<file path="src/rtl/traffic_light_fsm.sv">
// Main/side-street traffic light sequencer: phase FSM timed by a shared 1 Hz tick,
// with run-time programmable base/extended/yellow intervals and a latched walk request.
module traffic_light_fsm #(
  parameter int T_BASE = 6,
  parameter int T_EXT  = 3,
  parameter int T_YEL  = 2,
  parameter int CNT_W  = 4
) (
  input  logic             clk,
  input  logic             reset,
  input  logic             tick,
  input  logic             sensor_sync,
  input  logic             wr_sync,
  input  logic             prog_sync,
  input  logic [1:0]       time_sel,
  input  logic [CNT_W-1:0] time_val,
  output logic [2:0]       main_light,
  output logic [2:0]       side_light,
  output logic             walk_light,
  output logic             wr_ack,
  output logic [2:0]       state
);

  typedef enum logic [2:0] {
    MG1  = 3'd0,
    MG2  = 3'd1,
    MY   = 3'd2,
    SG1  = 3'd3,
    SG2  = 3'd4,
    SY   = 3'd5,
    WALK = 3'd6
  } state_t;

  localparam logic [2:0]       LT_R     = 3'b100;
  localparam logic [2:0]       LT_Y     = 3'b010;
  localparam logic [2:0]       LT_G     = 3'b001;
  localparam logic [CNT_W-1:0] ONE      = CNT_W'(1);
  localparam logic [CNT_W-1:0] RST_BASE = CNT_W'(T_BASE);
  localparam logic [CNT_W-1:0] RST_EXT  = CNT_W'(T_EXT);
  localparam logic [CNT_W-1:0] RST_YEL  = CNT_W'(T_YEL);

  state_t           state_q, state_d;
  logic [CNT_W-1:0] timer_q, timer_d;
  logic [CNT_W-1:0] base_q, base_d, ext_q, ext_d, yel_q, yel_d;
  logic [CNT_W-1:0] prog_val;
  logic             walk_req_q, walk_req_d;
  logic             enter_walk;
  logic             expire;
  logic [2:0]       main_d, side_d;
  logic             walk_d;

  assign state = state_q;

  // Next-state, timer reload, interval programming and walk-request latch.
  // The walk request is a level latched on wr_sync and served (wr_ack) on WALK entry.
  always_comb begin
    base_d     = base_q;
    ext_d      = ext_q;
    yel_d      = yel_q;
    state_d    = state_q;
    timer_d    = timer_q;
    walk_req_d = walk_req_q | wr_sync;
    enter_walk = 1'b0;
    expire     = tick && (timer_q == '0);
    prog_val   = (time_val == '0) ? ONE : time_val;

    if (prog_sync) begin
      case (time_sel)
        2'b00:   base_d = prog_val;
        2'b01:   ext_d  = prog_val;
        2'b10:   yel_d  = prog_val;
        default: ;
      endcase
      state_d    = MG1;
      timer_d    = base_d - ONE;
      walk_req_d = 1'b0;
    end else begin
      if (tick && (timer_q != '0)) timer_d = timer_q - ONE;
      // Each reload is interval-1 so a phase spans exactly its interval in ticks.
      case (state_q)
        MG1: if (expire) begin
          state_d = MG2;
          timer_d = (sensor_sync ? ext_q : base_q) - ONE;
        end
        MG2: if (expire) begin
          state_d = MY;
          timer_d = yel_q - ONE;
        end
        MY: if (expire) begin
          state_d = SG1;
          timer_d = base_q - ONE;
        end
        SG1: if (expire) begin
          if (sensor_sync) begin
            state_d = SG2;
            timer_d = ext_q - ONE;
          end else begin
            state_d = SY;
            timer_d = yel_q - ONE;
          end
        end
        SG2: if (expire) begin
          state_d = SY;
          timer_d = yel_q - ONE;
        end
        SY: if (expire) begin
          if (walk_req_q) begin
            state_d    = WALK;
            timer_d    = ext_q - ONE;
            enter_walk = 1'b1;
          end else begin
            state_d = MG1;
            timer_d = base_q - ONE;
          end
        end
        WALK: if (expire) begin
          state_d = MG1;
          timer_d = base_q - ONE;
        end
        default: begin
          state_d = MG1;
          timer_d = base_q - ONE;
        end
      endcase
      if (enter_walk) walk_req_d = 1'b0;
    end
  end

  always_comb begin
    main_d = LT_G;
    side_d = LT_R;
    walk_d = 1'b0;
    case (state_q)
      MY: main_d = LT_Y;
      SG1, SG2: begin
        main_d = LT_R;
        side_d = LT_G;
      end
      SY: begin
        main_d = LT_R;
        side_d = LT_Y;
      end
      WALK: begin
        main_d = LT_R;
        side_d = LT_R;
        walk_d = 1'b1;
      end
      default: ;
    endcase
  end

  always_ff @(posedge clk or negedge reset) begin
    if (!reset) begin
      state_q    <= MG1;
      timer_q    <= RST_BASE - ONE;
      base_q     <= RST_BASE;
      ext_q      <= RST_EXT;
      yel_q      <= RST_YEL;
      walk_req_q <= 1'b0;
      main_light <= LT_G;
      side_light <= LT_R;
      walk_light <= 1'b0;
      wr_ack     <= 1'b0;
    end else begin
      state_q    <= state_d;
      timer_q    <= timer_d;
      base_q     <= base_d;
      ext_q      <= ext_d;
      yel_q      <= yel_d;
      walk_req_q <= walk_req_d;
      main_light <= main_d;
      side_light <= side_d;
      walk_light <= walk_d;
      wr_ack     <= enter_walk;
    end
  end

endmodule

</file>
<file path="config.mk">
export PLATFORM = sky130hd
export DESIGN_NAME = traffic_light_fsm
export DESIGN_NICKNAME = d
export VERILOG_FILES = /design/src/rtl/traffic_light_fsm.sv
export SDC_FILE = /design/constraint.sdc
export NUM_CORES = 1
export LEC_CHECK = 0
export ABC_AREA = 0
export CORE_UTILIZATION = 59
export DETAILED_ROUTE_END_ITERATION = 8
export PLACE_DENSITY_LB_ADDON = 0.15
export SLEW_MARGIN = 0
export SYNTH_ARGS = -nofsm -noshare
export SYNTH_HDL_FRONTEND = slang
export SYNTH_SLANG_ARGS = --single-unit
</file>
<file path="constraint.sdc">
create_clock -name clk -period 4.39 [get_ports clk]
set_input_delay 1.0975 -clock clk [delete_from_list [all_inputs] [get_ports clk]]
set_output_delay 1.0975 -clock clk [all_outputs]
set_load 0.005 [all_outputs]
</file>
==> impl_metrics.csv, run 1 <==
group,metric,value,unit
synth,syn_avg_cell_area,9.735,µm²
floorplanning,die_w,56.80,µm
worst_setup_path,rr_startpoint,"timer_q[1]$_DFF_PN0_",
worst_setup_path,criticalPathCategory,"register to primary output",
clocking,cts_sinks,28,
timing,final.setup.tns,0,ns
synth,synth_compound_area_share,17.16,%
grt,overflow,0,
timing,slew_headroom,22.00,%
place,io_buffer_count,22,
synth,synth_fa_ha_area_share,4.237,%
clocking,h-tree-depth,1,
route,drtIter0Drc,56,
finish,fill_cells,231,
synth,seq_area_frac_synth,40.18,%
worst_hold_path,hp-class,"register to register",
pwr,p_leak,0.8440,nW
synth,yosysTopAreaCellShare,26.84,%
worst_setup_path,cp_data_required_time,3.29,ns
timing,slew_violations,0,
grt,track_usage,25.57,%
grt,grt_max_degree,28,
route,routedWlPerCell,15.67,µm
route,ant_nets,0,
finish,fin_area,1997,µm²
pwr,p_per_area,328.0,nW/µm²
place,placed_area,1961,µm²
worst_setup_path,crit_family,"flip-flops",
timing,skew,0.008146,ns
flow_run,maxCapViolations,0,
finish,regArea,711.9,µm²
synth,ys_types,47,
route,viasPerCell,6.043,
clocking,cts_inserted_buffers,3,
synth,ys_seq_elements,28,
synth,synthCells,182,
finish,layout.nets,218,
clocking,cts_buffer_depth,2,
route,wl,3.605,mm
synth,synth-simple-area-share,16.81,%
worst_hold_path,hold_start,"ext_q[0]$_DFFE_PN1P_",
worst_setup_path,cp-startpoint,"state[0]$_DFFE_PN0P_",
worst_setup_path,cp_cell_sequence,"clkdlybuf4s50_1",
worst_setup_path,cpMaxStageDelayCell,"dfrtp_1",
status,run_status,"complete, but fails checks",
timing,finalCritPeriodShare,64.75,%
clocking,clock_latency,0.33,ns
timing,fin_crit,2.842,ns
place,gp_congestion,0.9306,
floorplanning,initial_core_util,63.16,%
synth,synth_ff_type,"dfrtp_1",
worst_setup_path,ff2ff_setup_slack,2.32,ns
timing,finalSetupViolations,0,
synth,synth_top_family_by_area,"compound AO/OA/AOI/OAI gates",
pwr,ir_worst_vdd,186.8,µV
clocking,clkTransAtPathRegs,0.14,ns
worst_setup_path,arrival,1.74,ns
clocking,post_cts_buffers,0,
finish,area_growth,12.71,%
worst_setup_path,crit_path_end_kind,"primary output",
synth,synth_area_leaders,"dfrtp_1 (27%), dfstp_2 (13%), mux2_2 (5.7%), mux2i_1 (4.5%), ha_1 (4.2%)",
synth,async_flop_share,100.0,%
finish,antenna_cells,0,
synth,yosysTopAreaCell,"dfrtp_1",
floorplanning,die_h,56.80,µm
status,violations,"DRC",
grt,antenna_found_initial,0,
worst_setup_path,critPathBufInv,1,
finish,multiInputGateArea,937.1,µm²
timing,hold_ws,0.5254,ns
floorplanning,dieArea,3226,µm²
floorplanning,num_rows,19,
timing,tightest_slew,1.166,ns
worst_setup_path,max_stage_delay,0.79,ns
timing,fmax,351.8,MHz
synth,synth_edf_count,0,
worst_setup_path,start_kind,"register",
route,dr_total_vias,1390,
place,dp_slack,1.338,ns
worst_setup_path,path_max_fanout,20,
synth,netlist_area,1772,µm²
place,dpl.hpwl,2.775,mm
floorplanning,io_pins,23,
synth,syn_nets,200,
synth,synth_warnings,0,
clocking,cts_hold_buf,0,
route,first_pass_iters,6,
synth,synthMuxAreaShare,10.24,%
grt,grt_pass1_vias,1386,
timing,rsz0062_at_grt,"no",
timing,finalWorstSetupSlack,1.548,ns
grt,grt_pass1_wl,6.313,mm
synth,synth_common_cells,"dfrtp_1 (19), nor2_1 (19), inv_1 (12), o21ai_0 (12), nand2_1 (11)",
synth,synth_xor_area_share,4.449,%
route,drc,8,
clocking,cts_tree,"done",
floorplanning,core_area,2805,µm²
clocking,cts_resized,0,
finish,drive_gt1_share,16.58,%
timing,hold_violations,0,
clocking,clockRootBuffer,"clkbuf_4",
[layer usage]
metal / up-vias / part of all wire, % / GRT usage [%] / routed length, µm
met5: - / 0 / 0 / 0
met4: 0 / 1.2 / 7.666 / 43
met3: 5 / 4.3 / 2.535 / 156
met2: 39 / 50 / 45.58 / 1817
met1: 663 / 44 / 32.74 / 1587
li1: 683 / - / - / -
[cell families after synthesis]
family          after synthesis
buf+inv                      22
simple gates                 55
xor+xnor                      9
fa+ha+maj                     6
flops                        28
mux                          17
compound gates               45
[report_power, final]
group / internal [mW] / switching (mW) / leakage, nW
clock network: 0.0508 / 0.0761 / 0.0210
registers: 0.300 / 0.0410 / 0.338
logic: 0.0916 / 0.0956 / 0.485
[worst paths after layout]
kind,end,cells after the start
max in group asynchronous,base_q[2]$_DFFE_PN1P_,2
worst max register to register,timer_q[1]$_DFF_PN0_,7
worst min-delay path,ext_q[0]$_DFFE_PN1P_,2
worst min register to register,ext_q[0]$_DFFE_PN1P_,2
min in group asynchronous,side_light[1]$_DFF_PN0_,1
worst max-delay path,state[0],1
[sequential cells by signal, summed over array words and instances (netlist names)]
signal	count
base_q	4
ext_q	4
main_light	3
side_light	3
state	3
timer_q	4
walk_light	1
walk_req_q	1
wr_ack	1
yel_q	4
[cells in the final DEF, fill, tap and decap left out, types with 2 or more instances in the layout]
cell type and count:
mux2i_1 8, o21ai_1 2, inv_1 12, a31oi_1 3
nand2_1 11, clkdlybuf4s50_1 22, dfrtp_1 19, mux2_2 9
nor3_1 6, o211ai_1 2, nand3_1 2, dfstp_2 9
o21ai_0 12, and3_1 2, a22oi_1 2, a2bb2oi_1 2
nor3_2 2, xnor2_1 8, nand3b_1 3, clkbuf_4 3
ha_1 6, nand2b_1 2, a211oi_1 2, nor2_1 19
o221ai_1 2, a21oi_1 9
[layout make-up]
class                      count  area share, %
tap                           31          1.942
clock buffer                   4          1.817
timing repair buffer          23          11.40
multi-input combinational    132          46.93
inverter                      12          2.256
sequential                    28          35.65
[per-stage QoR]
step / cells / utilization [%] / total power [mW]
CTS: 230 / 71.19 / 0.6584
detailed placement: 226 / 69.89 / 0.5312
finish: 230 / 71.19 / 0.6549
global route: 230 / 71.19 / 0.6965
floorplan: 182 / - / 0.4711
global placement: 226 / 69.89 / 0.5217
Note: power is estimated with default switching activity, not from simulation.
==> inputs of run 2 (changes only) <==
--- a/config.mk
+++ b/config.mk
@@ -6,7 +6,7 @@
 export NUM_CORES = 1
 export LEC_CHECK = 0
 export ABC_AREA = 0
-export CORE_UTILIZATION = 59
+export CORE_UTILIZATION = 49
 export DETAILED_ROUTE_END_ITERATION = 8
 export PLACE_DENSITY_LB_ADDON = 0.15
 export SLEW_MARGIN = 0
==> constraint.sdc (replaced) <==
create_clock -name clk -period 2.6 [get_ports clk]
set_input_delay 0.65 -clock clk [delete_from_list [all_inputs] [get_ports clk]]
set_output_delay 0.65 -clock clk [all_outputs]
set_load 0.005 [all_outputs]
==> impl_metrics.csv, run 2 (synthesized netlist as in run 1, its figures left out) <==
group,metric,value,unit
route,wl,3.798,mm
timing,slew_violations,0,
place,gp_congestion,0.8833,
worst_setup_path,critPathBufInv,1,
route,dr_total_vias,1419,
grt,overflow,0,
grt,grt_pass1_vias,1330,
finish,layout.cells.most_common,"clkdlybuf4s50_1",
clocking,cts_sinks,28,
floorplanning,dieArea,3860,µm²
floorplanning,die_h,62.13,µm
worst_hold_path,hp-class,"register to register",
clocking,clock_latency,0.33,ns
clocking,post_cts_buffers,0,
timing,hold_ws,0.5258,ns
finish,fin_area,2105,µm²
finish,layout_common_cells,"clkdlybuf4s50_1 (22), nor2_1 (19), dfrtp_1 (19)",
floorplanning,num_rows,21,
route,drtIter0Drc,96,
clocking,h-tree-depth,1,
floorplanning,initial_core_util,52.27,%
timing,slew_headroom,62.45,%
worst_setup_path,path_max_fanout,19,
finish,fill_cells,275,
worst_setup_path,start_kind,"register",
clocking,clkTransAtPathRegs,0.16,ns
clocking,cts_inserted_buffers,3,
timing,skew,0.006988,ns
timing,fin_crit,2.325,ns
route,drc,0,
worst_setup_path,arrival,1.67,ns
pwr,ir_worst_vdd,301.4,µV
timing,tightest_slew,0.5632,ns
grt,track_usage,21.51,%
clocking,cts_tree,"done",
route,first_pass_iters,4,
finish,antenna_cells,0,
timing,finalCritPeriodShare,89.42,%
finish,stdcell_count,253,
worst_setup_path,cp_cell_sequence,"clkdlybuf4s50_1",
route,viasPerCell,5.609,
worst_setup_path,crit_path_end_kind,"primary output",
flow_run,maxCapViolations,0,
worst_setup_path,cp_data_required_time,1.95,ns
timing,hold_violations,0,
grt,grt_max_degree,29,
pwr,p_per_area,567.1,nW/µm²
floorplanning,io_pins,23,
clocking,clockRootBuffer,"clkbuf_4",
floorplanning,die_w,62.13,µm
clocking,cts_hold_buf,0,
place,io_buffer_count,22,
worst_setup_path,crit_family,"flip-flops",
finish,drive_gt1_share,19.81,%
grt,grt_pass1_wl,6.555,mm
timing,final.setup.tns,0,ns
place,dp.cells,249,
status,run_status,"complete, no violations",
worst_setup_path,cpMaxStageDelayCell,"dfrtp_1",
route,routedWlPerCell,15.01,µm
pwr,p_leak,0.8945,nW
worst_setup_path,max_stage_delay,0.73,ns
grt,antenna_found_initial,0,
timing,finalSetupViolations,0,
worst_setup_path,criticalPathCategory,"register to primary output",
route,ant_nets,0,
clocking,cts_buffer_depth,2,
timing,rsz0062_at_grt,"no",
timing,fmax,430.1,MHz
floorplanning,core_area,3390,µm²
place,dpl.hpwl,2.936,mm
finish,area_growth,18.79,%
clocking,cts_resized,0,
finish,layout.nets,226,
place,placed_area,2052,µm²
finish,final_core_util,62.09,%
==> run 2: changes by cell type in the layout (fill, tap and decap cells not counted), sizes merged <==
cell	change
buf	+8
bufinv	+1
clkbuf	-1
==> run 2: stage by stage <==
step                      total power, mW  setup WS, ns
after floorplan                    0.7955        0.7557
after global placement             0.9043        0.1490
after detailed placement           0.9096        0.1250
after CTS                           1.203        0.2695
after global routing                1.273        0.1715
final                               1.193        0.2752
==> run 2: routing by layer <==
layer | global-route usage [%] | wire length, µm
met3 | 2.574 | 88
met2 | 34.75 | 1793
met5 | 0 | 0
met4 | 8.140 | 64
met1 | 29.47 | 1851
==> run 2: path summary, 6_finish.rpt <==
check | from | endpoint | slack [ns] | depth (start not counted)
setup reg to reg | state[2]$_DFFE_PN0P_ | timer_q[2]$_DFF_PN1_ | 0.80 | 5
hold reg to reg | ext_q[0]$_DFFE_PN1P_ | ext_q[0]$_DFFE_PN1P_ | 0.53 | 2
min in group asynchronous | reset | state[0]$_DFFE_PN0P_ | 0.67 | 2
hold / removal | ext_q[0]$_DFFE_PN1P_ | ext_q[0]$_DFFE_PN1P_ | 0.53 | 2
max in group asynchronous | reset | yel_q[1]$_DFFE_PN1P_ | 1.61 | 2
setup / recovery | state[2]$_DFFE_PN0P_ | state[2] | 0.28 | 1
==> run 2: worst min-delay path, cell delays in order, from the launching register on <==
cell and delay [ns]:
dfstp_2 0.42, nand2_1 0.05, o21ai_0 0.07
==> run 2: final cells by class <==
| class | instances | area [µm²] | share of cell area, % |
|---|---|---|---|
| clock buffer | 3 | 22.52 | 1.070 |
| sequential | 28 | 711.9 | 33.83 |
| timing repair buffer | 31 | 300.3 | 14.27 |
| inverter | 12 | 45.04 | 2.140 |
| multi-input combinational | 132 | 937.1 | 44.53 |
| tap | 46 | 57.56 | 2.735 |
| clock inverter | 1 | 30.03 | 1.427 |
==> run 2: power breakdown <==
group          internal, mW  switching, mW  total (mW)
logic                 0.163          0.165       0.329
clock network         0.156          0.135       0.291
registers             0.506         0.0670       0.573
